===== config.mk =====
export PLATFORM = sky130hd
export DESIGN_NAME = dmem_bridge
export DESIGN_NICKNAME = d
export VERILOG_FILES = /design/src/rtl/dmem_pkg.sv /design/src/rtl/bus_timeout_ctr.sv /design/src/rtl/dmem_bridge.sv
export SDC_FILE = /design/constraint.sdc
export NUM_CORES = 1
export LEC_CHECK = 0
export BUFFER_PORTS_ARGS = -buffer_cell sky130_fd_sc_hd__buf_2
export CAP_MARGIN = 5
export CORE_MARGIN = 4
export CORE_UTILIZATION = 51
export CTS_CLUSTER_DIAMETER = 30
export DETAILED_ROUTE_END_ITERATION = 7
export PLACE_DENSITY = 0.87
export SYNTH_ARGS = -nofsm -noshare
export SYNTH_HDL_FRONTEND = slang
export SYNTH_SLANG_ARGS = --single-unit

===== constraint.sdc =====
create_clock -name clk -period 4.2 [get_ports clk]
set_input_delay 0.42 -clock clk [delete_from_list [all_inputs] [get_ports clk]]
set_output_delay 0.42 -clock clk [all_outputs]
set_load 0.005 [all_outputs]

===== src/rtl/dmem_pkg.sv =====
// Shared types and defaults for the data-memory bus bridge.
package dmem_pkg;

    localparam int          TIMEOUT_DEFAULT  = 255;
    localparam logic [31:0] ERR_DATA_DEFAULT = 32'h0000_0000;

    typedef enum logic [1:0] {
        IDLE      = 2'd0,
        WRITE     = 2'd1,
        READ_WAIT = 2'd2,
        READ_DONE = 2'd3
    } dmem_state_e;

    // Wide enough for any supported data width; callers cast to their own width.
    function automatic logic [63:0] word_align(input logic [63:0] addr);
        return {addr[63:2], 2'b00};
    endfunction

endpackage


===== src/rtl/bus_timeout_ctr.sv =====
// Counts request cycles without an acknowledge and flags the cycle whose
// increment would bring the count up to the limit.
module bus_timeout_ctr (
    input  logic       clk,
    input  logic       rst,
    input  logic       clear,
    input  logic       count_en,
    input  logic [7:0] limit,
    output logic       expired
);

    logic [7:0] count;

    always_ff @(posedge clk or negedge rst) begin
        if (!rst) begin
            count <= '0;
        end else if (clear) begin
            count <= '0;
        end else if (count_en) begin
            count <= count + 8'd1;
        end
    end

    // Flagging one cycle early lets the request drop on the same edge the count hits the limit.
    assign expired = count_en && (count == limit - 8'd1);

endmodule


===== src/rtl/dmem_bridge.sv =====
// Bridges the CPU memory stage onto a req/ack data bus, with a one-entry
// posted write buffer and a bus timeout.
module dmem_bridge
    import dmem_pkg::*;
#(
    parameter int                DATA_W   = 32,
    parameter int                TIMEOUT  = TIMEOUT_DEFAULT,
    parameter logic [DATA_W-1:0] ERR_DATA = DATA_W'(ERR_DATA_DEFAULT)
) (
    input  logic              clk,
    input  logic              rst,
    input  logic              MemReadM,
    input  logic              MemWriteM,
    input  logic [DATA_W-1:0] ALUResultM,
    input  logic [DATA_W-1:0] WriteDataM,
    output logic [DATA_W-1:0] ReadDataM,
    output logic              MemStallM,
    output logic              BusErrM,
    output logic              bus_req,
    output logic              bus_we,
    output logic [DATA_W-1:0] bus_addr,
    output logic [DATA_W-1:0] bus_wdata,
    input  logic              bus_ack,
    input  logic [DATA_W-1:0] bus_rdata
);

    dmem_state_e state;
    dmem_state_e next_state;

    logic wbuf_valid;
    logic start_write;
    logic start_read;
    logic ack_seen;
    logic count_en;
    logic expired;
    logic bus_done;

    assign ack_seen = bus_req && bus_ack;
    assign count_en = bus_req && !bus_ack;
    assign bus_done = ack_seen || expired;

    bus_timeout_ctr u_timeout (
        .clk      (clk),
        .rst      (rst),
        .clear    (start_write || start_read),
        .count_en (count_en),
        .limit    (8'(TIMEOUT)),
        .expired  (expired)
    );

    always_ff @(posedge clk or negedge rst) begin
        if (!rst) begin
            state <= IDLE;
        end else begin
            state <= next_state;
        end
    end

    always_comb begin
        next_state  = state;
        start_write = 1'b0;
        start_read  = 1'b0;
        case (state)
            IDLE: begin
                if (MemWriteM && !wbuf_valid) begin
                    start_write = 1'b1;
                    next_state  = WRITE;
                end else if (MemReadM && !wbuf_valid) begin
                    start_read = 1'b1;
                    next_state = READ_WAIT;
                end
            end
            WRITE: begin
                if (bus_done) begin
                    next_state = IDLE;
                end
            end
            READ_WAIT: begin
                if (bus_done) begin
                    next_state = READ_DONE;
                end
            end
            READ_DONE: begin
                next_state = IDLE;
            end
            default: begin
                next_state = IDLE;
            end
        endcase
    end

    // The bus registers double as the write buffer storage; wbuf_valid marks them as owed to the bus.
    always_ff @(posedge clk or negedge rst) begin
        if (!rst) begin
            wbuf_valid <= 1'b0;
            bus_req    <= 1'b0;
            bus_we     <= 1'b0;
            bus_addr   <= '0;
            bus_wdata  <= '0;
            ReadDataM  <= '0;
            BusErrM    <= 1'b0;
        end else begin
            BusErrM <= expired;
            if (start_write || start_read) begin
                bus_req  <= 1'b1;
                bus_we   <= start_write;
                bus_addr <= DATA_W'(word_align(64'(ALUResultM)));
                if (start_write) begin
                    bus_wdata <= WriteDataM;
                end
            end else if (bus_done) begin
                bus_req <= 1'b0;
            end
            if (start_write) begin
                wbuf_valid <= 1'b1;
            end else if (state == WRITE && bus_done) begin
                wbuf_valid <= 1'b0;
            end
            if (state == READ_WAIT) begin
                if (ack_seen) begin
                    ReadDataM <= bus_rdata;
                end else if (expired) begin
                    ReadDataM <= ERR_DATA;
                end
            end
        end
    end

    // Gated by reset so the CPU is never held while the bridge is being cleared.
    assign MemStallM = rst && ((MemReadM && state != READ_DONE) || (MemWriteM && wbuf_valid));

endmodule

### Word-level counts from Yosys, hierarchy flattened

Index checks and enable logic that the tools add are counted.

| word-level totals | value |
|---|---|
| bits in registers | 108 |
| logic and storage cells | 58 |

| operators by class | value |
|---|---|
| add/sub/neg operators | 1 |
| eq/ne operators | 8 |
| mux-type cells | 18 |
| reductions and logical operators | 22 |

Operator list:

| kind | count |
|---|---|
| $mux W32 | 2 |
| $mux W8 | 2 |
| $logic_and A1 B1 Y1 | 9 |
| $mux W1 | 9 |
| $add A8 B1 Y8 const B | 1 |
| $eq A8 B8 Y1 const B | 1 |
| $mux W2 | 4 |
| $pmux W2 S4 | 1 |
| $reduce_bool A2 Y1 | 4 |
| $ne A2 B2 Y1 const B | 3 |
| $eq A2 B2 Y1 const B | 2 |
| $reduce_and A2 Y1 | 2 |
| $logic_or A1 B1 Y1 | 3 |
| $ne A3 B3 Y1 const B | 1 |
| $reduce_and A3 Y1 | 1 |
| $eq A2 B1 Y1 const B | 1 |
| $logic_not A1 Y1 | 2 |
| $logic_not A2 Y1 | 1 |

### Longest topological paths before layout

Gate-level depths: netlist (run 1).

| depth | value |
|---|---|
| depth in word-level cells | 7 |
| mapped depth | 6 |
| depth with buffers taken out | 5 |

### Modules after synthesis

A second synthesis (run 1) with hierarchy kept.

| unflattened totals | value |
|---|---|
| cell total of the unflattened synthesis | 307 |
| area total of the unflattened synthesis | 4418.0 sq um |

By module, submodules not included:

| module | times used | cells an instance | area each (sq um) | sequential area each (sq um) |
|---|---|---|---|---|
| dmem_bridge | 1 | 237 | 3802.4 | 2502.4 |
| bus_timeout_ctr | 1 | 70 | 615.6 | 200.2 |

### Least setup slack after synthesis (run 1)

Ideal clock, no wire load.

| path | value |
|---|---|
| kind | reg2reg |
| start point | register state[1] |
| end point | register bus_addr[10] |
| arrival time | 1.575 ns |
| required time | 4.075 ns |
| slack | 2.500 ns |
| stages on the path, launching flop included | 6 |
| clock period less this slack | 1.700 ns |
| cell sequence | dfrtp_1 -> buf_6 -> or3_4 -> nor2_8 -> buf_12 -> mux2_4 |

| between the ends | value |
|---|---|
| word-level cells in the longest chain between the ends | 3 |

Ends and longest elaborated chain:

| element | line | text |
|---|---|---|
| from (decl) | dmem_bridge.sv:27 | `dmem_state_e state;` |
| from (signal assigned) | dmem_bridge.sv:55 | `state <= next_state;` |
| $logic_not A2 Y1 (*) | dmem_bridge.sv:63 | `case (state)` |
| $mux W1 | dmem_bridge.sv:63 |  |
| $logic_or A1 B1 Y1 (*) | dmem_bridge.sv:104 | `if (start_write \|\| start_read) begin` |
| to (signal assigned) | dmem_bridge.sv:107 | `bus_addr <= DATA_W'(word_align(64'(ALUResultM)));` |
| to (decl) | dmem_bridge.sv:21 | `output logic [DATA_W-1:0] bus_addr,` |

Every way passes the cells marked *; elsewhere a longest branch is shown, timed or not.
A chain may end at the register's enable or synchronous reset.

### Worst setup path after layout (run 1)

| path | value |
|---|---|
| start point | register state[1] |
| end point | register bus_wdata[3] |

| between the ends | value |
|---|---|
| word-level cells in the longest chain between the ends | 4 |

Ends and longest elaborated chain:

| element | line | text |
|---|---|---|
| $logic_not A2 Y1 (*) | dmem_bridge.sv:63 |  |
| $mux W1 | dmem_bridge.sv:63 |  |
| $logic_or A1 B1 Y1 | dmem_bridge.sv:104 |  |
| $reduce_and A2 Y1 (no source line) (*) | n/a |  |
| to (signal assigned) | dmem_bridge.sv:109 | `bus_wdata <= WriteDataM;` |
| to (decl) | dmem_bridge.sv:22 | `output logic [DATA_W-1:0] bus_wdata,` |

Marked as above.

==> reports/qor.yml, run 1 <==
setup_path:
  crit_chain: "nor3_1, and2_1, buf_4, mux2_2"
  cp_max_fo: 25
  cpPeakStageDelay_ps: 480
  crit_required_ps: 4450
  critPathLaunchType: "register"
  r2r_slack_ps: 2090
  worstPathArrival_ps: 2360
  cp_slowest_cell: "dfrtp_1"
  setup.worst_path.class: "register to register"
  cp-end-kind: "register"
place:
  place_congestion: 0.753
  port_buffers: 196
  place_hpwl_mm: 7.60
  dpl.cell_count: 638
layout:
  multi_input_area_sq_mm: 0.00159
  area_delta_synth_final_pct: 26.6
  final_cells: 654
  nets: 644
  num_antenna_cells: 0
  final_layout_size_suffix_gt1_frac: 0.513
  regArea_sq_mm: 0.00270
  nFillCells: 696
global_routing:
  grt_max_degree: 61
  grt_antenna_before_repair: 0
  grt_pass1_vias: 3377
  grt_pass1_wl_mm: 16.0
  overflow: 0
  grt_usage: 0.193
logic_synthesis:
  ys_warn_count: 0
  syn_avg_cell_area_sq_um: 13.0
  async_flop_share: 1.00
  syn_area_sq_mm: 0.00457
  synth_edf_count: 0
  ys_types: 41
  synth-seq-cells: 108
  synth_seq_area_share: 0.592
  postSynthCellCount: 351
  ys.flop_type: "dfrtp_1"
floorplanning:
  rows: 34
  ioPinCount: 201
  start_util: 0.524
  core_area_sq_mm: 0.00872
  die_y_um: 103
  die_area_sq_mm: 0.0105
  die_x_um: 103
sta:
  maxSlewHeadroom: 0.232
  slew_violations: 0
  fmax_mhz: 474
  finClkSkew_ps: 13.3
  rsz0062_at_grt: "false"
  hold_slack_ps: 46.4
  setup_viol: 0
  tns_ps: 0
  worstMarginPinSlew_ps: 1150
  post-route-period-util: 0.503
  hold_viol_final: 0
  layout_min_cycle_time_ps: 2110
job:
  max-cap-violations: 0
drt:
  initialDrtViolationCount: 157
  wirelength_mm: 10.3
  vias: 3383
  via_per_inst: 5.17
  drc: 0
  dr.pass1.iters: 5
  final_antenna_net_count: 0
  wl_per_cell_um: 15.8
cts:
  clk_latency_ps: 360
  clockBufferDepth: 2
  cts_tree: "yes"
  numCtsBuffers: 9
  cts-root-buf: "clkbuf_8"
  cts_resized: 0
  path_clk_slew_ps: 110
  clock_sinks: 108
  cts_setup_buffers: 0
  cts_hold_buf: 0
  ctsHtreeMaxLevel: 3
pwr:
  powerDensity_mw_per_mm2: 522
  ir_worst_vdd_mv: 0.260
  p_leak_nw: 3.01
outcome:
  status: "finished, final reports clean"
worst_hold_path:
  worstHoldPathType: "input pin to asynchronous set/reset pin"
metal layers:
layer / vias to the layer above / track usage / wire (um)
met5: - / 0 / 0
met4: 0 / 0.0807 / 186
met3: 16 / 0.0460 / 948
met2: 151 / 0.319 / 5090
met1: 1603 / 0.245 / 4090
li1: 1613 / - / -
worst max-delay path, delay by kind of cell, from the launching register on:
kind	cells	cell delay (ps)
buffers and inverters	1	390
DFF	1	480
muxes	1	380
and+or+nand+nor	2	740
final cells by class:
cell class,instances,area share
inverter,36,0.0234
clock inverter,6,0.0134
sequential,108,0.467
clock buffer,10,0.0238
multi-input combinational,187,0.275
tap,108,0.0234
timing repair buffer,199,0.174
final timing paths:
path,cells past startpoint,to,startpoint
worst max-delay path,4,bus_wdata[3],state[1]
worst min-delay path,1,bus_wdata[0],rst
worst max register to register,4,bus_wdata[3],state[1]
worst min register to register,1,bus_we,bus_we
max in group asynchronous,2,ReadDataM[3],rst
min in group clk,2,bus_wdata[9],WriteDataM[9]
flip-flops by register name, indices dropped and copies added (netlist names):
register	flops
bus_wdata	32
ReadDataM	32
state	2
u_timeout.count	8
bus_addr	30
BusErrM	1
bus_req	1
bus_we	1
wbuf_valid	1
logic make-up (layout without fill, tap and decap cells):
family / count (synthesis) / after routing / share of synthesized area
AND/OR/NAND/NOR: 34 / 34 / 0.0460
adder cells (fa/ha/maj): 2 / 2 / 0.00548
AO/OA/AOI/OAI: 85 / 85 / 0.118
other: 1 / 2 / 0.000821
multiplexers: 62 / 62 / 0.172
flip-flops: 108 / 108 / 0.592
XOR/XNOR: 2 / 2 / 0.00384
buffers and inverters: 57 / 251 / 0.0619
synth_stat cells, types with 2 or more instances:
cell / instances / area share
or3_1: 2 / 0.0027
nor3_1: 2 / 0.0022
buf_6: 2 / 0.0049
o31ai_1: 3 / 0.0049
nand3b_1: 3 / 0.0049
o21ai_0: 34 / 0.037
dfrtp_1: 108 / 0.59
buf_2: 2 / 0.0022
clkbuf_1: 10 / 0.0082
mux2_4: 23 / 0.076
a21oi_1: 6 / 0.0066
nand3_1: 2 / 0.0022
buf_4: 5 / 0.0082
nand4_1: 2 / 0.0027
inv_1: 36 / 0.030
a31oi_1: 2 / 0.0027
buf_12: 2 / 0.0088
nor2_1: 8 / 0.0066
a22oi_1: 33 / 0.054
or4_1: 2 / 0.0033
mux2_2: 39 / 0.096
ha_1: 2 / 0.0055
o21bai_1: 2 / 0.0033
nand2_1: 4 / 0.0033
metrics by stage:
step / utilization / instance area, sq um / power (mW) / setup slack (ps)
2_1_floorplan: - / 4570 / 1.93 / 2500
3_3_place_gp: 0.638 / 5570 / 2.34 / 2140
3_5_place_dp: 0.638 / 5570 / 2.39 / 2060
4_1_cts: 0.663 / 5780 / 3.06 / 2050
5_1_grt: 0.663 / 5780 / 3.22 / 1860
6_report: 0.663 / 5780 / 3.02 / 2090
cells in the final DEF, fill, tap and decap left out, drive strengths merged, types with 3 or more instances in the layout:
cell type,n
mux2,62
or3,3
nand3b,3
nor2,9
buf,199
dfrtp,108
clkbuf,10
o31ai,3
a22oi,33
a21oi,6
inv,40
o21ai,34
nand2,4
power breakdown:
group	switching (mW)	internal [mW]	total, mW
Combinational	0.300	0.522	0.821
Clock	0.362	0.305	0.667
Sequential	0.172	1.36	1.53
Total	0.833	2.18	3.02
No activity file was read; power rests on OpenSTA's default activity.
==> run 2: changes to the inputs <==
CORE_UTILIZATION = 47   (was 51)
PLACE_DENSITY = 0.81   (was 0.87)
clock period = 2.2 ns   (was 4.2 ns; I/O delays follow)
==> reports/qor.yml, run 2 (same netlist as run 1, synthesis figures left out) <==
outcome:
  status: "finished, final reports clean"  # unchanged
cts:
  ctsHtreeMaxLevel: 3  # unchanged
  clock_sinks: 108  # unchanged
  cts_resized: 0  # unchanged
  path_clk_slew_ps: 110  # about the same
  clk_latency_ps: 360  # about the same
  cts-root-buf: "clkbuf_8"  # unchanged
  numCtsBuffers: 9  # unchanged
  cts_tree: "yes"  # unchanged
  clockBufferDepth: 2  # unchanged
sta:
  layout_min_cycle_time_ps: 2020  # was 2110 ps
  post-route-period-util: 0.918  # was 0.503
  slew_violations: 0  # unchanged
  hold_viol_final: 0  # unchanged
  maxSlewHeadroom: 0.186  # was 0.232
  setup_viol: 0  # unchanged
  worstMarginPinSlew_ps: 1220  # was 1150 ps
  tns_ps: 0  # unchanged
  rsz0062_at_grt: "false"  # unchanged
  finClkSkew_ps: 18.7  # was 13.3 ps
  fmax_mhz: 495  # was 474 MHz
floorplanning:
  rows: 35  # was 34
  die_x_um: 107  # was 103 um
  die_y_um: 107  # was 103 um
  core_area_sq_mm: 0.00933  # was 0.00872 sq mm
  start_util: 0.490  # was 0.524
  ioPinCount: 201  # unchanged
  die_area_sq_mm: 0.0114  # was 0.0105 sq mm
pwr:
  ir_worst_vdd_mv: 0.514  # was 0.260 mV
  powerDensity_mw_per_mm2: 975  # was 522 mW/mm^2
  p_leak_nw: 3.03  # was 3.01 nW
layout:
  final_cell_mix: "195 x buf_2, 108 x dfrtp_1, 39 x mux2_2"  # unchanged
  area_delta_synth_final_pct: 28.5  # was 26.6%
  fin_area_sq_mm: 0.00587  # was 0.00578 sq mm
  nets: 649  # was 644
  largest_registers: "ReadDataM x32, bus_wdata x32, bus_addr x30"  # unchanged
  final_common_cell: "buf_2"  # unchanged
  final_layout_size_suffix_gt1_frac: 0.515  # was 0.513
  num_antenna_cells: 0  # unchanged
global_routing:
  grt_max_degree: 81  # was 61
  grt_pass1_wl_mm: 17.1  # was 16.0 mm
  grt_antenna_before_repair: 0  # unchanged
  grt_pass1_vias: 3402  # was 3377
  grt_usage: 0.186  # was 0.193
  overflow: 0  # unchanged
drt:
  vias: 3473  # was 3383
  via_per_inst: 5.11  # was 5.17
  wl_per_cell_um: 15.9  # was 15.8 um
  wirelength_mm: 10.8  # was 10.3 mm
  initialDrtViolationCount: 181  # was 157
  dr.pass1.iters: 4  # was 5
  drc: 0  # unchanged
  final_antenna_net_count: 0  # unchanged
place:
  place_hpwl_mm: 7.97  # was 7.60 mm
  port_buffers: 196  # unchanged
  placed_cell_area_sq_mm: 0.00566  # was 0.00557 sq mm
  place_congestion: 0.750  # was 0.753
setup_path:
  crit_required_ps: 2460  # was 4450 ps
  worstPathArrival_ps: 2280  # was 2360 ps
  critPathLaunchType: "register"  # unchanged
  setup.worst_path.class: "register to register"  # unchanged
  cp-end-kind: "register"  # unchanged
  cp_max_fo: 32  # was 25
job:
  max-cap-violations: 0  # unchanged
worst_hold_path:
  worstHoldPathType: "input pin to register"  # was input pin to asynchronous set/reset pin
==> run 2: changes by cell type in the layout (fill, tap and decap cells not counted) <==
cell	previous run	this run
clkinv_4	0	1
buf_4	4	5
inv_8	2	0
clkinvlp_4	1	2
clkbuf_8	10	9
buf_12	0	3
dlygate4sd3_1	0	1
==> run 2: power breakdown <==
group | internal [mW] | switching, mW
Clock | 0.531 | 0.669
Sequential | 2.59 | 0.322
Combinational | 1.00 | 0.604
Total | 4.13 | 1.60
==> run 2: path summary, 6_finish.rpt <==
path                               start                 end  slack [ps]  cells past startpoint
hold / removal             bus_rdata[27]       ReadDataM[27]          80                      3
max in group asynchronous            rst        ReadDataM[1]        1100                      3
min in group asynchronous            rst  u_timeout.count[1]         330                      2
hold reg to reg                   bus_we              bus_we         490                      1
setup reg to reg                 bus_req       ReadDataM[17]         180                      3
setup / recovery                 bus_req       ReadDataM[17]         180                      3
==> run 2: cell type report <==
cell class	instances	area, sq um
Sequential cell	108	2700
Clock buffer	9	124
Fill cell	762	3460
Tap cell	129	161
Multi-Input combinational cell	187	1590
Inverter	36	135
Timing Repair Buffer	204	1080
Clock inverter	6	71.3
==> run 2: per-layer routing <==
| layer | global-route usage | vias to the layer above | wire length, um |
|---|---|---|---|
| met5 | 0 | - | 0 |
| met4 | 0.0557 | 0 | 134 |
| met3 | 0.0452 | 12 | 840 |
| met2 | 0.303 | 149 | 5130 |
| met1 | 0.249 | 1691 | 4700 |
| li1 | - | 1621 | - |
==> run 2: worst max-delay path, stage by stage, from the launching register on <==
cell and delay [ps]:
dfrtp_1 560, and4b_1 1080, a22oi_1 140, o21ai_0 160
==> run 2: timing repair <==
item                                    4_1_cts  5_1_grt
setup buffers                                 0        0
hold buffers                                  1        0
endpoints found under the setup margin        0        0
endpoints found under the hold margin        28        0
==> run 2: stage by stage <==
step | utilization | hold WS, ps | power (mW) | setup slack, ps | cells
after floorplan | - | -75.6 | 3.69 | 500 | 352
after global placement | 0.607 | 167 | 4.49 | 288 | 663
after detailed placement | 0.607 | 178 | 4.59 | 200 | 663
after CTS | 0.629 | 60.1 | 5.80 | 181 | 679
after global routing | 0.629 | 54.6 | 6.09 | 6.83 | 679
final | 0.629 | 81.8 | 5.72 | 181 | 679
==> run 3: changes to the inputs <==
BUFFER_PORTS_ARGS = -buffer_cell sky130_fd_sc_hd__buf_4   (was -buffer_cell sky130_fd_sc_hd__buf_2)
==> reports/qor.yml, run 3 (same netlist as run 1, synthesis figures left out) <==
outcome:
  status: "finished, final reports clean"  # unchanged
layout:
  fin_area_sq_mm: 0.00634  # was 0.00587 sq mm
  largest_registers: "ReadDataM x32, bus_wdata x32, bus_addr x30"  # unchanged
  final_layout_size_suffix_gt1_frac: 0.514  # was 0.515
  final_cell_mix: "201 x buf_4, 108 x dfrtp_1, 39 x mux2_2"  # was 195 x buf_2, 108 x dfrtp_1, 39 x mux2_2
  final_common_cell: "buf_4"  # was buf_2
  nets: 649  # unchanged
  final_cells: 680  # was 679
  area_delta_synth_final_pct: 38.9  # was 28.5%
  num_antenna_cells: 0  # unchanged
pwr:
  powerDensity_mw_per_mm2: 967  # was 975 mW/mm^2
  ir_worst_vdd_mv: 0.483  # was 0.514 mV
  p_leak_nw: 3.21  # was 3.03 nW
cts:
  cts_tree: "yes"  # unchanged
  cts_hold_buf: 1  # unchanged
  cts_resized: 0  # unchanged
  numCtsBuffers: 9  # unchanged
  cts_setup_buffers: 0  # unchanged
  clk_latency_ps: 360  # about the same
  clock_sinks: 108  # unchanged
  cts-root-buf: "clkbuf_8"  # unchanged
  clockBufferDepth: 2  # unchanged
  ctsHtreeMaxLevel: 3  # unchanged
  path_clk_slew_ps: 100  # was 110 ps
global_routing:
  overflow: 0  # unchanged
  grt_pass1_vias: 3501  # was 3402
  grt_antenna_before_repair: 0  # unchanged
  grt_pass1_wl_mm: 17.7  # was 17.1 mm
  grt_max_degree: 44  # was 81
  grt_usage: 0.193  # was 0.186
floorplanning:
  rows: 35  # unchanged
  core_area_sq_mm: 0.00933  # unchanged
  ioPinCount: 201  # unchanged
  die_y_um: 107  # unchanged
  die_x_um: 107  # unchanged
  die_area_sq_mm: 0.0114  # unchanged
  start_util: 0.490  # unchanged
worst_hold_path:
  worstHoldPathType: "input pin to register"  # unchanged
  min_to: "ReadDataM[15]"  # was ReadDataM[27]
  whs_path_depth: 3  # unchanged
  hp-start: "bus_rdata[15]"  # was bus_rdata[27]
place:
  place_congestion: 0.742  # was 0.750
  port_buffers: 196  # unchanged
  place_hpwl_mm: 8.34  # was 7.97 mm
  placed_cell_area_sq_mm: 0.00614  # was 0.00566 sq mm
  dpl.cell_count: 663  # unchanged
setup_path:
  cp_max_fo: 32  # unchanged
  worstPathArrival_ps: 2260  # was 2280 ps
  setup.worst_path.class: "register to register"  # unchanged
  critPathLaunchType: "register"  # unchanged
  r2r-start: "bus_req"  # unchanged
  ff2ff_path_depth: 3  # unchanged
  crit_chain: "and4b_1, a22oi_1, o21ai_0"  # unchanged
  crit_required_ps: 2470  # was 2460 ps
  r2r_end: "ReadDataM[22]"  # was ReadDataM[17]
  cp_slowest_cell: "and4b_1"  # unchanged
  cp-end-kind: "register"  # unchanged
  r2r_slack_ps: 210  # was 180 ps
  cpPeakStageDelay_ps: 1030  # was 1080 ps
job:
  max-cap-violations: 0  # unchanged
drt:
  wirelength_mm: 11.2  # was 10.8 mm
  wl_per_cell_um: 16.5  # was 15.9 um
  vias: 3478  # was 3473
  final_antenna_net_count: 0  # unchanged
  drc: 0  # unchanged
  dr.pass1.iters: 4  # unchanged
  via_per_inst: 5.11  # about the same
  initialDrtViolationCount: 173  # was 181
sta:
  maxSlewHeadroom: 0.221  # was 0.186
  finClkSkew_ps: 11.6  # was 18.7 ps
  post-route-period-util: 0.906  # was 0.918
  hold_viol_final: 0  # unchanged
  setup_viol: 0  # unchanged
  fmax_mhz: 502  # was 495 MHz
  rsz0062_at_grt: "false"  # unchanged
  layout_min_cycle_time_ps: 1990  # was 2020 ps
  worstMarginPinSlew_ps: 1170  # was 1220 ps
  slew_violations: 0  # unchanged
  tns_ps: 0  # unchanged
-- run 3: area by class of cell --
type                            instances  area (sq um)
Inverter                               36           135
Clock buffer                           10           128
Timing Repair Buffer                  204          1560
Clock inverter                          6          70.1
Sequential cell                       108          2700
Multi-Input combinational cell        187          1590
Tap cell                              129           161
Fill cell                             718          2980
-- run 3: worst max-delay path, delay by kind of cell, from the launching register on --
| family | cells | cell delay [ps] |
|---|---|---|
| and+or+nand+nor | 1 | 1030 |
| DFF | 1 | 550 |
| AOI/OAI and AO/OA | 2 | 310 |
-- run 3: worst max-delay path by stage --
| stage | start | endpoint | slack, ps | cells past startpoint |
|---|---|---|---|---|
| 2_1_floorplan | state[1] | bus_addr[10] | 500 | 5 |
| 3_3_place_gp | bus_req | ReadDataM[7] | 290 | 3 |
| 3_5_place_dp | bus_req | ReadDataM[5] | 250 | 3 |
| 4_1_cts | bus_req | ReadDataM[4] | 210 | 3 |
| 5_1_grt | bus_req | ReadDataM[22] | 20 | 3 |
| 6_report | bus_req | ReadDataM[22] | 210 | 3 |
-- run 3: power breakdown --
part / internal [mW] / switching [mW]
clock: 0.535 / 0.668
sequential: 2.59 / 0.368
combinational: 1.35 / 0.622
total: 4.48 / 1.66
-- run 3: per-layer routing --
| layer | wire length (um) | vias up | part of all wire | track usage |
|---|---|---|---|---|
| li1 | - | 1617 | - | - |
| met1 | 4630 | 1693 | 0.41 | 0.255 |
| met2 | 5440 | 152 | 0.49 | 0.313 |
| met3 | 943 | 16 | 0.084 | 0.0530 |
| met4 | 178 | 0 | 0.016 | 0.0603 |
| met5 | 0 | - | 0 | 0 |
-- run 3: through the flow --
step | utilization | setup WS, ps | total power, mW | hold slack, ps
final | 0.680 | 208 | 6.14 | 85.1
after global placement | 0.658 | 287 | 4.88 | 180
after floorplan | - | 500 | 3.69 | -75.6
after detailed placement | 0.658 | 248 | 5.00 | 182
after global routing | 0.680 | 19.6 | 6.50 | 64.1
after CTS | 0.680 | 208 | 6.23 | 63.5
